--- src/rtl/frame_stat_pkg.sv ---
// frame_stat_pkg: shared FSM state type and pixel range constants for the
// frame statistics blocks.
package frame_stat_pkg;

    // Pixel width the range constants are built for.
    localparam int PIX_DW = 8;

    localparam logic [PIX_DW-1:0] DATA_MIN = {PIX_DW{1'b0}};
    localparam logic [PIX_DW-1:0] DATA_MAX = {PIX_DW{1'b1}};

    typedef enum logic [1:0] {
        S_IDLE    = 2'd0,
        S_ACTIVE  = 2'd1,
        S_PUBLISH = 2'd2
    } state_t;

endpackage

--- src/rtl/line_pos_counter.sv ---
// line_pos_counter: tracks the column/row of the current pixel from href/valid
// and decides which valid pixels are sampled (every SAMPLE_DIV-th pixel of a line).
module line_pos_counter #(
    parameter int XW         = 11,
    parameter int YW         = 11,
    parameter int SAMPLE_DIV = 1
) (
    input  logic          clk,
    input  logic          rst_n,
    input  logic          href,
    input  logic          valid,
    input  logic          y_clr,
    output logic [XW-1:0] x,
    output logic [YW-1:0] y,
    output logic          sample_en
);

    localparam int DIV_W = (SAMPLE_DIV > 1) ? $clog2(SAMPLE_DIV) : 1;
    localparam logic [DIV_W-1:0] DIV_LAST = DIV_W'(SAMPLE_DIV - 1);

    logic             href_r;
    logic [XW-1:0]    x_r;
    logic [YW-1:0]    y_r;
    logic [DIV_W-1:0] div_cnt_r;

    logic             href_rise_s;
    logic             href_fall_s;
    logic             pix_s;
    logic [DIV_W-1:0] div_cur_s;
    logic [DIV_W-1:0] div_nxt_s;

    assign href_rise_s = href & ~href_r;
    assign href_fall_s = ~href & href_r;
    assign pix_s       = href & valid;

    // Decimation phase: a new line restarts the phase on its very first pixel.
    always_comb begin
        div_cur_s = div_cnt_r;
        div_nxt_s = div_cnt_r;
        if (href_rise_s) begin
            div_cur_s = {DIV_W{1'b0}};
        end else begin
            div_cur_s = div_cnt_r;
        end
        if (pix_s) begin
            if (div_cur_s == DIV_LAST) begin
                div_nxt_s = {DIV_W{1'b0}};
            end else begin
                div_nxt_s = div_cur_s + {{(DIV_W-1){1'b0}}, 1'b1};
            end
        end else begin
            div_nxt_s = div_cur_s;
        end
    end

    assign sample_en = pix_s & (div_cur_s == {DIV_W{1'b0}});
    assign x         = x_r;
    assign y         = y_r;

    // href edge history, saturating column/row counters and decimation phase.
    always_ff @(posedge clk or negedge rst_n) begin
        if (!rst_n) begin
            href_r    <= 1'b0;
            x_r       <= {XW{1'b0}};
            y_r       <= {YW{1'b0}};
            div_cnt_r <= {DIV_W{1'b0}};
        end else begin
            href_r    <= href;
            div_cnt_r <= div_nxt_s;
            if (href_fall_s) begin
                x_r <= {XW{1'b0}};
            end else if (pix_s && (x_r != {XW{1'b1}})) begin
                x_r <= x_r + {{(XW-1){1'b0}}, 1'b1};
            end
            if (y_clr) begin
                y_r <= {YW{1'b0}};
            end else if (href_fall_s && (y_r != {YW{1'b1}})) begin
                y_r <= y_r + {{(YW-1){1'b0}}, 1'b1};
            end
        end
    end

endmodule

--- src/rtl/frame_peak_tracker.sv ---
// frame_peak_tracker: per-frame max/min tracker with position of the maximum,
// published once per frame at the vsync rising edge.
// Build macro PEAK_DECAY_EN: the published maximum falls by at most DECAY_STEP
// per frame instead of following a smaller frame maximum.
module frame_peak_tracker
    import frame_stat_pkg::*;
#(
    parameter int DW         = PIX_DW,
    parameter int XW         = 11,
    parameter int YW         = 11,
    parameter int SAMPLE_DIV = 1,
    parameter int DECAY_STEP = 4
) (
    input  logic          clk,
    input  logic          rst_n,
    input  logic [DW-1:0] indata,
    input  logic          cmos_frame_vsync,
    input  logic          cmos_frame_href,
    input  logic          cmos_frame_valid,
    output logic [DW-1:0] max_data,
    output logic [DW-1:0] min_data,
    output logic [XW-1:0] max_x,
    output logic [YW-1:0] max_y,
    output logic          result_valid,
    output logic          frame_empty
);

    // Marker block that only elaborates for a nonsensical negative decay step.
    if (DECAY_STEP < 0) begin : g_decay_step_negative
    end

    state_t        state_r;
    logic          vsync_r;
    logic          rise_s;

    logic [DW-1:0] acc_max_r;
    logic [DW-1:0] acc_min_r;
    logic [XW-1:0] acc_x_r;
    logic [YW-1:0] acc_y_r;
    logic          seen_r;

    logic [DW-1:0] max_data_r;
    logic [DW-1:0] min_data_r;
    logic [XW-1:0] max_x_r;
    logic [YW-1:0] max_y_r;
    logic          result_valid_r;
    logic          frame_empty_r;

    logic [XW-1:0] x_s;
    logic [YW-1:0] y_s;
    logic          sample_en_s;
    logic          y_clr_s;
    logic          acc_en_s;

    assign rise_s   = cmos_frame_vsync & ~vsync_r;
    // Row count only runs inside a tracked frame.
    assign y_clr_s  = (state_r != S_ACTIVE);
    // The pixel coinciding with the frame boundary belongs to neither frame.
    assign acc_en_s = (state_r == S_ACTIVE) & ~rise_s & sample_en_s;

`ifdef PEAK_DECAY_EN
    logic [DW-1:0] held_s;
    assign held_s = (max_data_r >= DW'(DECAY_STEP)) ? (max_data_r - DW'(DECAY_STEP)) : DATA_MIN;
`endif

    line_pos_counter #(
        .XW         (XW),
        .YW         (YW),
        .SAMPLE_DIV (SAMPLE_DIV)
    ) u_pos (
        .clk       (clk),
        .rst_n     (rst_n),
        .href      (cmos_frame_href),
        .valid     (cmos_frame_valid),
        .y_clr     (y_clr_s),
        .x         (x_s),
        .y         (y_s),
        .sample_en (sample_en_s)
    );

    // vsync history for rising-edge detection.
    always_ff @(posedge clk or negedge rst_n) begin
        if (!rst_n) begin
            vsync_r <= 1'b0;
        end else begin
            vsync_r <= cmos_frame_vsync;
        end
    end

    // Running extremes of the current frame; restart outside active tracking.
    always_ff @(posedge clk or negedge rst_n) begin
        if (!rst_n) begin
            acc_max_r <= DATA_MIN;
            acc_min_r <= DATA_MAX;
            acc_x_r   <= {XW{1'b0}};
            acc_y_r   <= {YW{1'b0}};
            seen_r    <= 1'b0;
        end else if (state_r != S_ACTIVE) begin
            acc_max_r <= DATA_MIN;
            acc_min_r <= DATA_MAX;
            acc_x_r   <= {XW{1'b0}};
            acc_y_r   <= {YW{1'b0}};
            seen_r    <= 1'b0;
        end else if (acc_en_s) begin
            seen_r <= 1'b1;
            if (indata > acc_max_r) begin
                acc_max_r <= indata;
                acc_x_r   <= x_s;
                acc_y_r   <= y_s;
            end
            if (indata < acc_min_r) begin
                acc_min_r <= indata;
            end
        end
    end

    // Frame FSM and the registered result set it publishes.
    always_ff @(posedge clk or negedge rst_n) begin
        if (!rst_n) begin
            state_r        <= S_IDLE;
            max_data_r     <= DATA_MIN;
            min_data_r     <= DATA_MIN;
            max_x_r        <= {XW{1'b0}};
            max_y_r        <= {YW{1'b0}};
            result_valid_r <= 1'b0;
            frame_empty_r  <= 1'b0;
        end else begin
            result_valid_r <= 1'b0;
            case (state_r)
                S_IDLE: begin
                    state_r <= rise_s ? S_ACTIVE : S_IDLE;
                end
                S_ACTIVE: begin
                    state_r <= rise_s ? S_PUBLISH : S_ACTIVE;
                end
                S_PUBLISH: begin
                    state_r        <= S_ACTIVE;
                    result_valid_r <= 1'b1;
                    frame_empty_r  <= ~seen_r;
                    min_data_r     <= seen_r ? acc_min_r : DATA_MIN;
`ifdef PEAK_DECAY_EN
                    if (seen_r && (acc_max_r >= held_s)) begin
                        max_data_r <= acc_max_r;
                        max_x_r    <= acc_x_r;
                        max_y_r    <= acc_y_r;
                    end else begin
                        max_data_r <= held_s;
                    end
`else
                    max_data_r <= seen_r ? acc_max_r : DATA_MIN;
                    max_x_r    <= seen_r ? acc_x_r : {XW{1'b0}};
                    max_y_r    <= seen_r ? acc_y_r : {YW{1'b0}};
`endif
                end
                default: begin
                    state_r <= S_IDLE;
                end
            endcase
        end
    end

    assign max_data     = max_data_r;
    assign min_data     = min_data_r;
    assign max_x        = max_x_r;
    assign max_y        = max_y_r;
    assign result_valid = result_valid_r;
    assign frame_empty  = frame_empty_r;

endmodule

--- config.mk ---
export PLATFORM = sky130hd
export DESIGN_NAME = frame_peak_tracker
export DESIGN_NICKNAME = d
export VERILOG_FILES = /design/src/rtl/frame_stat_pkg.sv /design/src/rtl/line_pos_counter.sv /design/src/rtl/frame_peak_tracker.sv
export SDC_FILE = /design/constraint.sdc
export NUM_CORES = 1
export LEC_CHECK = 0
export CAP_MARGIN = 20
export CORE_ASPECT_RATIO = 2
export CORE_MARGIN = 3
export CORE_UTILIZATION = 51
export DETAILED_ROUTE_END_ITERATION = 16
export HOLD_SLACK_MARGIN = 0.08
export PLACE_DENSITY = 0.76
export REMOVE_ABC_BUFFERS = 1
export SKIP_LAST_GASP = 1
export SYNTH_ARGS = -nofsm -noshare
export SYNTH_HDL_FRONTEND = slang
export SYNTH_SLANG_ARGS = --single-unit
--- constraint.sdc ---
create_clock -name clk -period 2.1 [get_ports clk]
set_input_delay 0.42 -clock clk [delete_from_list [all_inputs] [get_ports clk]]
set_output_delay 0.42 -clock clk [all_outputs]
set_load 0.05 [all_outputs]
Yosys cells after proc, flatten, opt, wreduce, memory -nomap -nowiden
Index checks and enable logic that the tools add are counted.

Output and inout port bits: 40. Bits of input ports: 13. Bits in registers: 106.

Add/sub/neg operators: 3. Bitwise gates (word level): 13. Muxes and demuxes: 29. Equal/unequal tests: 5. $lt $le $gt $ge: 2. Reductions and logical operators: 10.

Operator list (count): $mux 11 (12); $mux 8 (8); $add 11x1->11 const B (2); $ne 11x11->1 const B (2); $reduce_bool 2->1 (5); $gt 8x8->1 (1); $lt 8x8->1 (1); $and 1x1->1 (7); $mux 1 (7); $not 1->1 (6); $pmux 2 s3 (1); $reduce_and 2->1 (2); $eq 2x1->1 const B (1); $eq 2x2->1 const B (1); $logic_and 1x1->1 (2); $logic_not 2->1 (1); $mux 2 (1); $ne 2x1->1 const B (1); $add 1x1->1 const B (1).

Depth between registers and ports, before layout
Gate-level depths: netlist of run 1.

Word-level depth: 8. Gate-level depth with buffers: 9.

Cells and area by module
A second synthesis of run 1 with hierarchy kept.

Cells, all modules: 530. Area total of the unflattened synthesis: 5046.1 um^2.

By module, submodules not included: frame_peak_tracker (area each 3774.9 um^2, instances 1, cells each 397); line_pos_counter (area each 1271.2 um^2, instances 1, cells each 133).

Least setup slack after synthesis of run 1
Ideal clock, no wire load.

Path kind: register -> register. Start: reg acc_min_r[5]. End: reg acc_min_r[1]. Clock period less this slack: 2069 ps. Path slack: 31 ps. Data arrival time: 1987 ps. Cell stages (with the launch flop): 10. Setup time: 81 ps. Buffers on the path: 2. Cell sequence: dfstp_2 > inv_1 > ha_1 > a211oi_1 > nor2_1 > or3_1 > clkbuf_2 > or2_0 > buf_6 > o211ai_1.

Longest elaborated chain between the ends: 3.

RTL lines: from (decl) (line frame_peak_tracker.sv:37) `logic [DW-1:0] acc_min_r;`; from (signal assigned) (line frame_peak_tracker.sv:112) `acc_min_r <= indata;`; $lt 8x8->1 (line frame_peak_tracker.sv:111) `if (indata < acc_min_r) begin`; $reduce_bool 2->1 (no source line); $reduce_and 2->1 (no source line).

No other way between the ends. A chain may end at the register's enable or synchronous reset.

Worst setup path in the final report of run 1
Start: in indata[7]. End: reg acc_y_r[9].

Longest elaborated chain between the ends: 3.

RTL lines: from (decl) (line frame_peak_tracker.sv:16) `input logic [DW-1:0] indata,`; $gt 8x8->1 (line frame_peak_tracker.sv:106) `if (indata > acc_max_r) begin`; $reduce_bool 2->1 (no source line); $reduce_and 2->1 (no source line); to (signal assigned) (line frame_peak_tracker.sv:96) `acc_y_r <= {YW{1'b0}};`; to (signal assigned) (line frame_peak_tracker.sv:102) `acc_y_r <= {YW{1'b0}};`; to (signal assigned) (line frame_peak_tracker.sv:109) `acc_y_r <= y_s;`; to (decl) (line frame_peak_tracker.sv:39) `logic [YW-1:0] acc_y_r;`.

No other way between the ends.

==> summary.json, run 1 <==
{
  "outcome": {"value": "finished, final reports clean"},
  "htree_levels": {"value": 3},
  "cts_num_sinks": {"value": 106},
  "synth-seq-area-share": {"value": 0.5468},
  "n_fill_cell": {"value": 702},
  "yosys.cell_types.count": {"value": 38},
  "dpl-instance-area": {"value": 0.005647, "unit": "mm^2"},
  "layout_min_cycle_time": {"value": 2068, "unit": "ps"},
  "vias": {"value": 3761},
  "synth_area_per_cell": {"value": 9.567, "unit": "um^2"},
  "worstMarginPinSlew": {"value": 578.0, "unit": "ps"},
  "timing.max_cap.violations": {"value": 0},
  "vias_in_the_first_global_route": {"value": 3817},
  "chipHeight": {"value": 144.2, "unit": "um"},
  "required": {"value": 2360, "unit": "ps"},
  "grt_antenna_before_repair": {"value": 0},
  "post-dp-hpwl": {"value": 7476, "unit": "um"},
  "clkLatencyLatePin": {"value": 350, "unit": "ps"},
  "cp.arrival": {"value": 2330, "unit": "ps"},
  "timing_hold_violations_final": {"value": 0},
  "std_cell_rows": {"value": 49},
  "postRouteAntennaNets": {"value": 0},
  "postLayoutCellArea": {"value": 0.006135, "unit": "mm^2"},
  "clock_buffers_created_by_tritoncts": {"value": 9},
  "area_delta_synth_final": {"value": 25.98, "unit": "%"},
  "viasPerCell": {"value": 5.483},
  "cts_max_path_buffers": {"value": 2},
  "totalWireLength": {"value": 11120, "unit": "um"},
  "synthTopCellsByArea": {"value": "dfrtp_1, nand2_1, mux2i_1"},
  "post-route-drc-count": {"value": 0},
  "die-area": {"value": 0.01083, "unit": "mm^2"},
  "share_of_async_settable_or_async_resettable_flops_after_synthesis": {"value": 1.000},
  "pwr_density_cell": {"value": 884.0, "unit": "mW/mm^2"},
  "yosys_warnings": {"value": 0},
  "p_leak": {"value": 2.852, "unit": "nW"},
  "setup_viol_count_final": {"value": 0},
  "layout.cells.most_common_list": {"value": "nand2_1, dfrtp_1, o21ai_0, clkdlybuf4s50_1, inv_1"},
  "hold_class": {"value": "in2reg"},
  "synth.cell_area": {"value": 0.004870, "unit": "mm^2"},
  "maxClockFrequency": {"value": 483.6, "unit": "MHz"},
  "io-pin-count": {"value": 53},
  "initialDrtViolationCount": {"value": 212},
  "grt_start_max_net_pins": {"value": 56},
  "core_area": {"value": 0.009135, "unit": "mm^2"},
  "post-route-period-util": {"value": 0.9846},
  "fin_worst_skew": {"value": 8.696, "unit": "ps"},
  "detail_route.first_pass.iterations": {"value": 4},
  "worst_ir_drop_vdd": {"value": 0.5302, "unit": "mV"},
  "final.setup.tns": {"value": 0, "unit": "ps"},
  "port_buffers": {"value": 52},
  "critPathLaunchType": {"value": "primary input"},
  "track_usage": {"value": 0.2151},
  "synth.ff_latch_count": {"value": 106},
  "synth_area_leader_cell": {"value": "dfrtp_1"},
  "post_route_cells_drive_above_1_share": {"value": 0.1284},
  "finish.cell_count_without_fillers": {"value": 686},
  "slew_viol_final": {"value": 0},
  "synthFlopType": {"value": "dfrtp_1"},
  "critical_path_fanout_max": {"value": 8},
  "first_pass_grt_wire_length": {"value": 17850, "unit": "um"},
  "syn-instance-count": {"value": 509},
  "clk_root_buffer_cell": {"value": "clkbuf_16"},
  "floorplan.initialDensity": {"value": 0.5331},
  "placed_cells_incl_taps": {"value": 663},
  "post_drt_wl_per_cell": {"value": 16.21, "unit": "um"},
  "synth_enable_flop_cells": {"value": 0},
  "mostFrequentLayoutCell": {"value": "nand2_1"},
  "floorplan.die.width": {"value": 75.10, "unit": "um"},
  "cts_tree": {"value": "built"},
  "grt.overflow.total": {"value": 0},
  "clk_pin_slew_worst_paths": {"value": 70, "unit": "ps"},
  "critical_path.endpoint_type": {"value": "register"},
  "maxSlewHeadroom": {"value": 0.6111},
  "rsz0062_at_grt": {"value": "yes"},
  "finalWeightedCongestion": {"value": 0.8423},
  "final_nets": {"value": 609},
  "criticalPathCategory": {"value": "in2reg"},
  "insertedDiodeCount": {"value": 0},
  "synth_top_cell_area_share": {"value": 0.5036}
}
[cell families (layout without fill, tap and decap cells)]
logic type                 after synthesis  in the layout  synth area share
muxes                                   32             32           0.06603
xor gates and xnor gates                13             13           0.02338
AOI/OAI and AO/OA                       82             82           0.09558
DFF                                    106            106            0.5468
and+or+nand+nor                        189            189            0.1680
adders and majority gates               17             17           0.04368
buffers and inverters                   70            145           0.05653
[layout make-up]
type	instances	area, um^2	share of cell area
timing repair buffer	83	845.8	0.1379
clock inverter	6	65.06	0.01061
inverter	46	172.7	0.02815
multi-input combinational	333	2022	0.3296
sequential	106	2663	0.4340
clock buffer	10	239.0	0.03896
tap	102	127.6	0.02080
[repair_timing]
| item | CTS | global route |
|---|---|---|
| hold endpoints to repair | 34 | 0 |
| gates resized for setup | 7 | 20 |
| hold buffers | 1 | 0 |
| setup endpoints to repair | 36 | 29 |
| setup buffers | 2 | 2 |
| cloned | 1 | 2 |
| pin swaps | 3 | 9 |
[flip-flops by register name, indices dropped and copies added (netlist names), 2 cells and up]
register and cells:
max_y 11, min_data 8, acc_max_r 8, u_pos.y 11, acc_y_r 11, max_x 11
max_data 8, acc_min_r 8, u_pos.x 11, acc_x_r 11, state_r 2
[worst paths after layout]
kind / from / end / slack, ps / depth (start not counted)
min in group asynchronous: rst_n / max_x[3] / 580 / 2
setup reg to reg: acc_min_r[5] / acc_min_r[5] / 40 / 7
hold reg to reg: max_data[2] / max_data[2] / 480 / 2
setup / recovery: indata[7] / acc_y_r[9] / 30 / 8
max in group asynchronous: rst_n / acc_min_r[6] / 860 / 3
hold / removal: indata[5] / acc_max_r[5] / 470 / 3
[worst max-delay path: stages]
cell             delay (ps)
clkdlybuf4s50_1         460
ha_1                    360
nand4_1                 200
a21oi_2                  70
o31ai_4                 250
buf_6                   180
buf_12                  160
mux2i_2                 230
[through the flow]
step | total power [mW] | hold slack, ps | util | worst slack (ps)
after floorplan | 3.142 | 124.4 | - | -2656
after global placement | 3.595 | 418.1 | 0.6181 | -375.2
after detailed placement | 3.637 | 420.8 | 0.6181 | -453.0
after CTS | 5.365 | 484.2 | 0.6587 | 10.11
after global routing | 5.675 | 496.4 | 0.6716 | -45.84
final | 5.423 | 471.4 | 0.6716 | 32.27
[layer usage]
| layer | up-vias | track usage | share of wire |
|---|---|---|---|
| met5 | - | 0 | 0 |
| met1 | 1825 | 0.2306 | 0.37 |
| met4 | 0 | 0.09287 | 0.036 |
| li1 | 1818 | - | - |
| met3 | 27 | 0.03062 | 0.033 |
| met2 | 91 | 0.4011 | 0.56 |
[report_power, final]
| part | switching (mW) | total (mW) | internal, mW | leakage [nW] |
|---|---|---|---|---|
| registers | 0.118 | 2.35 | 2.23 | 1.44 |
| clock network | 0.753 | 1.71 | 0.959 | 0.149 |
| logic | 0.889 | 1.37 | 0.477 | 1.27 |
| total | 1.76 | 5.42 | 3.66 | 2.85 |
[Yosys cell counts (all sizes together), types with 2 or more instances]
| master | count |
|---|---|
| a2111oi | 2 |
| a211oi | 3 |
| a21oi | 7 |
| a31oi | 4 |
| and2b | 2 |
| and3 | 2 |
| buf | 4 |
| clkbuf | 20 |
| dfrtp | 98 |
| dfstp | 8 |
| ha | 17 |
| inv | 46 |
| mux2i | 31 |
| nand2 | 112 |
| nand2b | 3 |
| nand3 | 5 |
| nand4 | 11 |
| nor2 | 35 |
| nor2b | 2 |
| nor3 | 7 |
| nor4 | 3 |
| o211ai | 9 |
| o21ai | 53 |
| o31a | 2 |
| or3 | 2 |
| xnor2 | 13 |
No activity file was read; power rests on OpenSTA's default activity.
==> run 2, diff against run 1 <==
--- a/config.mk
+++ b/config.mk
@@ -8,10 +8,10 @@
 export CAP_MARGIN = 20
 export CORE_ASPECT_RATIO = 2
 export CORE_MARGIN = 3
-export CORE_UTILIZATION = 51
+export CORE_UTILIZATION = 55
 export DETAILED_ROUTE_END_ITERATION = 16
 export HOLD_SLACK_MARGIN = 0.08
-export PLACE_DENSITY = 0.76
+export PLACE_DENSITY = 0.78
 export REMOVE_ABC_BUFFERS = 1
 export SKIP_LAST_GASP = 1
 export SYNTH_ARGS = -nofsm -noshare
==> constraint.sdc (replaced) <==
create_clock -name clk -period 2.4 [get_ports clk]
set_input_delay 0.48 -clock clk [delete_from_list [all_inputs] [get_ports clk]]
set_output_delay 0.48 -clock clk [all_outputs]
set_load 0.05 [all_outputs]
==> run 2 against run 1 <==
  * Utilization increased by 0.54 points
  * Sequential power decreased by 13%
  * Critical path depth unchanged
  * Sequential cell count unchanged
  * Total power decreased by 17%
  * Largest power group unchanged
==> summary.json, run 2 (synthesis gave the netlist of run 1 again) <==
{
  "chipHeight": {"value": 139.1, "unit": "um", "change": "-3.6%"},
  "layout.cells.most_common_list": {"value": "nand2_1, dfrtp_1, o21ai_0"},
  "worst_ir_drop_vdd": {"value": 0.4769, "unit": "mV", "change": "-10%"},
  "criticalPathCategory": {"value": "in2reg"},
  "insertedDiodeCount": {"value": 0, "change": "unchanged"},
  "critPathLaunchType": {"value": "primary input"},
  "totalWireLength": {"value": 9956, "unit": "um", "change": "-10%"},
  "postLayoutCoreUtil": {"value": 0.6769, "change": "+0.005387"},
  "fin_worst_skew": {"value": 8.888, "unit": "ps", "change": "+0.1915 ps"},
  "post-route-drc-count": {"value": 0, "change": "unchanged"},
  "htree_levels": {"value": 3, "change": "unchanged"},
  "finalWeightedCongestion": {"value": 0.8589, "change": "+2.0%"},
  "initialDrtViolationCount": {"value": 221, "change": "+4.2%"},
  "placed_cells_incl_taps": {"value": 650, "change": "-2.0%"},
  "setup_viol_count_final": {"value": 0, "change": "unchanged"},
  "viasPerCell": {"value": 5.380, "change": "-1.9%"},
  "finish.cell_count_without_fillers": {"value": 666, "change": "-2.9%"},
  "layout_min_cycle_time": {"value": 2219, "unit": "ps"},
  "grt_busiest_layer": {"value": "met2"},
  "io-pin-count": {"value": 53, "change": "unchanged"},
  "crit_chain": {"value": "clkdlybuf4s50_1 -> ha_1 -> nor2b_1 -> o211ai_1 -> a21oi_1 -> o31ai_4 -> buf_12 -> mux2i_1"},
  "globalRouteMet2Util": {"value": 0.3794, "change": "-0.02169"},
  "hold_buffers_post_cts": {"value": 0, "change": "-1"},
  "mostFrequentLayoutCell": {"value": "nand2_1"},
  "critical_path.endpoint_type": {"value": "register"},
  "postLayoutCellArea": {"value": 0.005854, "unit": "mm^2", "change": "-4.6%"},
  "cts_num_sinks": {"value": 106, "change": "unchanged"},
  "maxSlewHeadroom": {"value": 0.5569, "change": "-0.05427"},
  "dpl-instance-area": {"value": 0.005574, "unit": "mm^2", "change": "-1.3%"},
  "worstMarginPinSlew": {"value": 648.0, "unit": "ps", "change": "+69.98 ps"},
  "n_fill_cell": {"value": 679, "change": "-3.3%"},
  "slew_viol_final": {"value": 0, "change": "unchanged"},
  "multiInputGateArea": {"value": 0.001948, "unit": "mm^2", "change": "-3.7%"},
  "floorplan.initialDensity": {"value": 0.5631, "change": "+0.03000"},
  "clock_buffers_created_by_tritoncts": {"value": 9, "change": "unchanged"},
  "postRouteAntennaNets": {"value": 0, "change": "unchanged"},
  "floorplan.die.width": {"value": 72.54, "unit": "um", "change": "-3.4%"},
  "detail_route.first_pass.iterations": {"value": 5, "change": "+1"},
  "maxClockFrequency": {"value": 450.7, "unit": "MHz"},
  "post-dp-hpwl": {"value": 7101, "unit": "um", "change": "-5.0%"},
  "area.sequential": {"value": 0.002663, "unit": "mm^2", "change": "unchanged"},
  "track_usage": {"value": 0.2174, "change": "+0.002294"},
  "timing.max_cap.violations": {"value": 0, "change": "unchanged"},
  "clkLatencyLatePin": {"value": 350, "unit": "ps", "change": "about the same"},
  "clk_pin_slew_worst_paths": {"value": 70, "unit": "ps", "change": "about the same"},
  "post_route_cells_drive_above_1_share": {"value": 0.07774, "change": "-0.05069"},
  "pwr_density_cell": {"value": 770.4, "unit": "mW/mm^2", "change": "-13%"},
  "critPathMaxStageDelay": {"value": 470, "unit": "ps", "change": "about the same"},
  "outcome": {"value": "finished, final reports clean"},
  "p_leak": {"value": 2.717, "unit": "nW", "change": "-4.7%"},
  "fin_worst_hold_slack": {"value": 167.1, "unit": "ps", "change": "-304.3 ps"},
  "vias": {"value": 3583, "change": "-4.7%"},
  "met3_demand_to_capacity_share_in_global_routing": {"value": 0.03919, "change": "+0.008568"},
  "setup_ws": {"value": 181.0, "unit": "ps", "change": "+148.7 ps"},
  "grt_antenna_before_repair": {"value": 0, "change": "unchanged"},
  "use_met1": {"value": 0.2502, "change": "+0.01962"},
  "cp.arrival": {"value": 2490, "unit": "ps", "change": "+160 ps"},
  "final_nets": {"value": 591, "change": "-3.0%"},
  "critical_path_fanout_max": {"value": 30, "change": "+22"},
  "area_delta_synth_final": {"value": 20.22, "unit": "%"},
  "clk_root_buffer_cell": {"value": "clkbuf_16"},
  "post-route-period-util": {"value": 0.9246},
  "worst_path_slowest_cell": {"value": "clkdlybuf4s50_1"},
  "std_cell_rows": {"value": 48, "change": "-2.0%"},
  "rsz0062_at_grt": {"value": "no"},
  "die-area": {"value": 0.01009, "unit": "mm^2", "change": "-6.8%"},
  "grt_start_max_net_pins": {"value": 52, "change": "-7.1%"},
  "preCtsSetupSlack": {"value": -173.2, "unit": "ps", "change": "+279.9 ps"},
  "post_drt_wl_per_cell": {"value": 14.95, "unit": "um", "change": "-7.8%"},
  "cts_max_path_buffers": {"value": 2, "change": "unchanged"},
  "vias_in_the_first_global_route": {"value": 3767, "change": "-1.3%"},
  "core_area": {"value": 0.008648, "unit": "mm^2", "change": "-5.3%"},
  "cts_tree": {"value": "built"},
  "required": {"value": 2670, "unit": "ps", "change": "+310 ps"},
  "grt.overflow.total": {"value": 0, "change": "unchanged"},
  "hold_class": {"value": "in2async"},
  "first_pass_grt_wire_length": {"value": 17320, "unit": "um", "change": "-3.0%"},
  "port_buffers": {"value": 52, "change": "unchanged"},
  "timing_hold_violations_final": {"value": 0, "change": "unchanged"}
}
## run 2: layout make-up
class,count,area share
Clock buffer,10,0.03911
Clock inverter,6,0.008763
Inverter,46,0.02949
Multi-Input combinational cell,333,0.3328
Sequential cell,106,0.4548
Tap cell,100,0.02137
Timing Repair Buffer,65,0.1137
## run 2: worst paths after layout
| kind | slack [ps] | cells after the start | end | from |
|---|---|---|---|---|
| max in group asynchronous | 1620 | 2 | max_data[1] | rst_n |
| max | 180 | 8 | acc_max_r[5] | indata[1] |
| min in group clk | 480 | 2 | max_data[0] | max_data[0] |
| min reg2reg | 480 | 2 | max_data[0] | max_data[0] |
| max reg2reg | 280 | 7 | acc_min_r[3] | acc_min_r[5] |
| min | 170 | 1 | acc_max_r[6] | rst_n |
## run 2: what timing repair did
item | 4_1_cts | 5_1_grt
buffers inserted | 0 | 0
resized for setup | 0 | 1
setup endpoints to repair | 0 | 1
## run 2: metrics by stage
stage / TNS, ps / power, mW
detailed placement: -3269 / 3.161
global route: 0 / 4.737
finish: 0 / 4.510
global placement: -2204 / 3.129
floorplan: -72470 / 2.749
CTS: 0 / 4.547
## run 2: worst max-delay path, delay by kind of cell
family	cells	cell delay (ps)
simple gates	1	130
compound gates	3	520
fa+ha+maj	1	330
buf+inv	2	750
mux	1	260
## run 2: layer usage
layer | vias to the layer above | wire length [um]
met5 | - | 0
met3 | 19 | 317
met4 | 0 | 270
li1 | 1789 | -
met1 | 1704 | 3818
met2 | 71 | 5549
## run 2: report_power, final
group / total [mW] / internal [mW] / switching [mW]
clock: 1.39 / 0.717 / 0.674
sequential: 2.05 / 1.95 / 0.104
combinational: 1.07 / 0.347 / 0.720
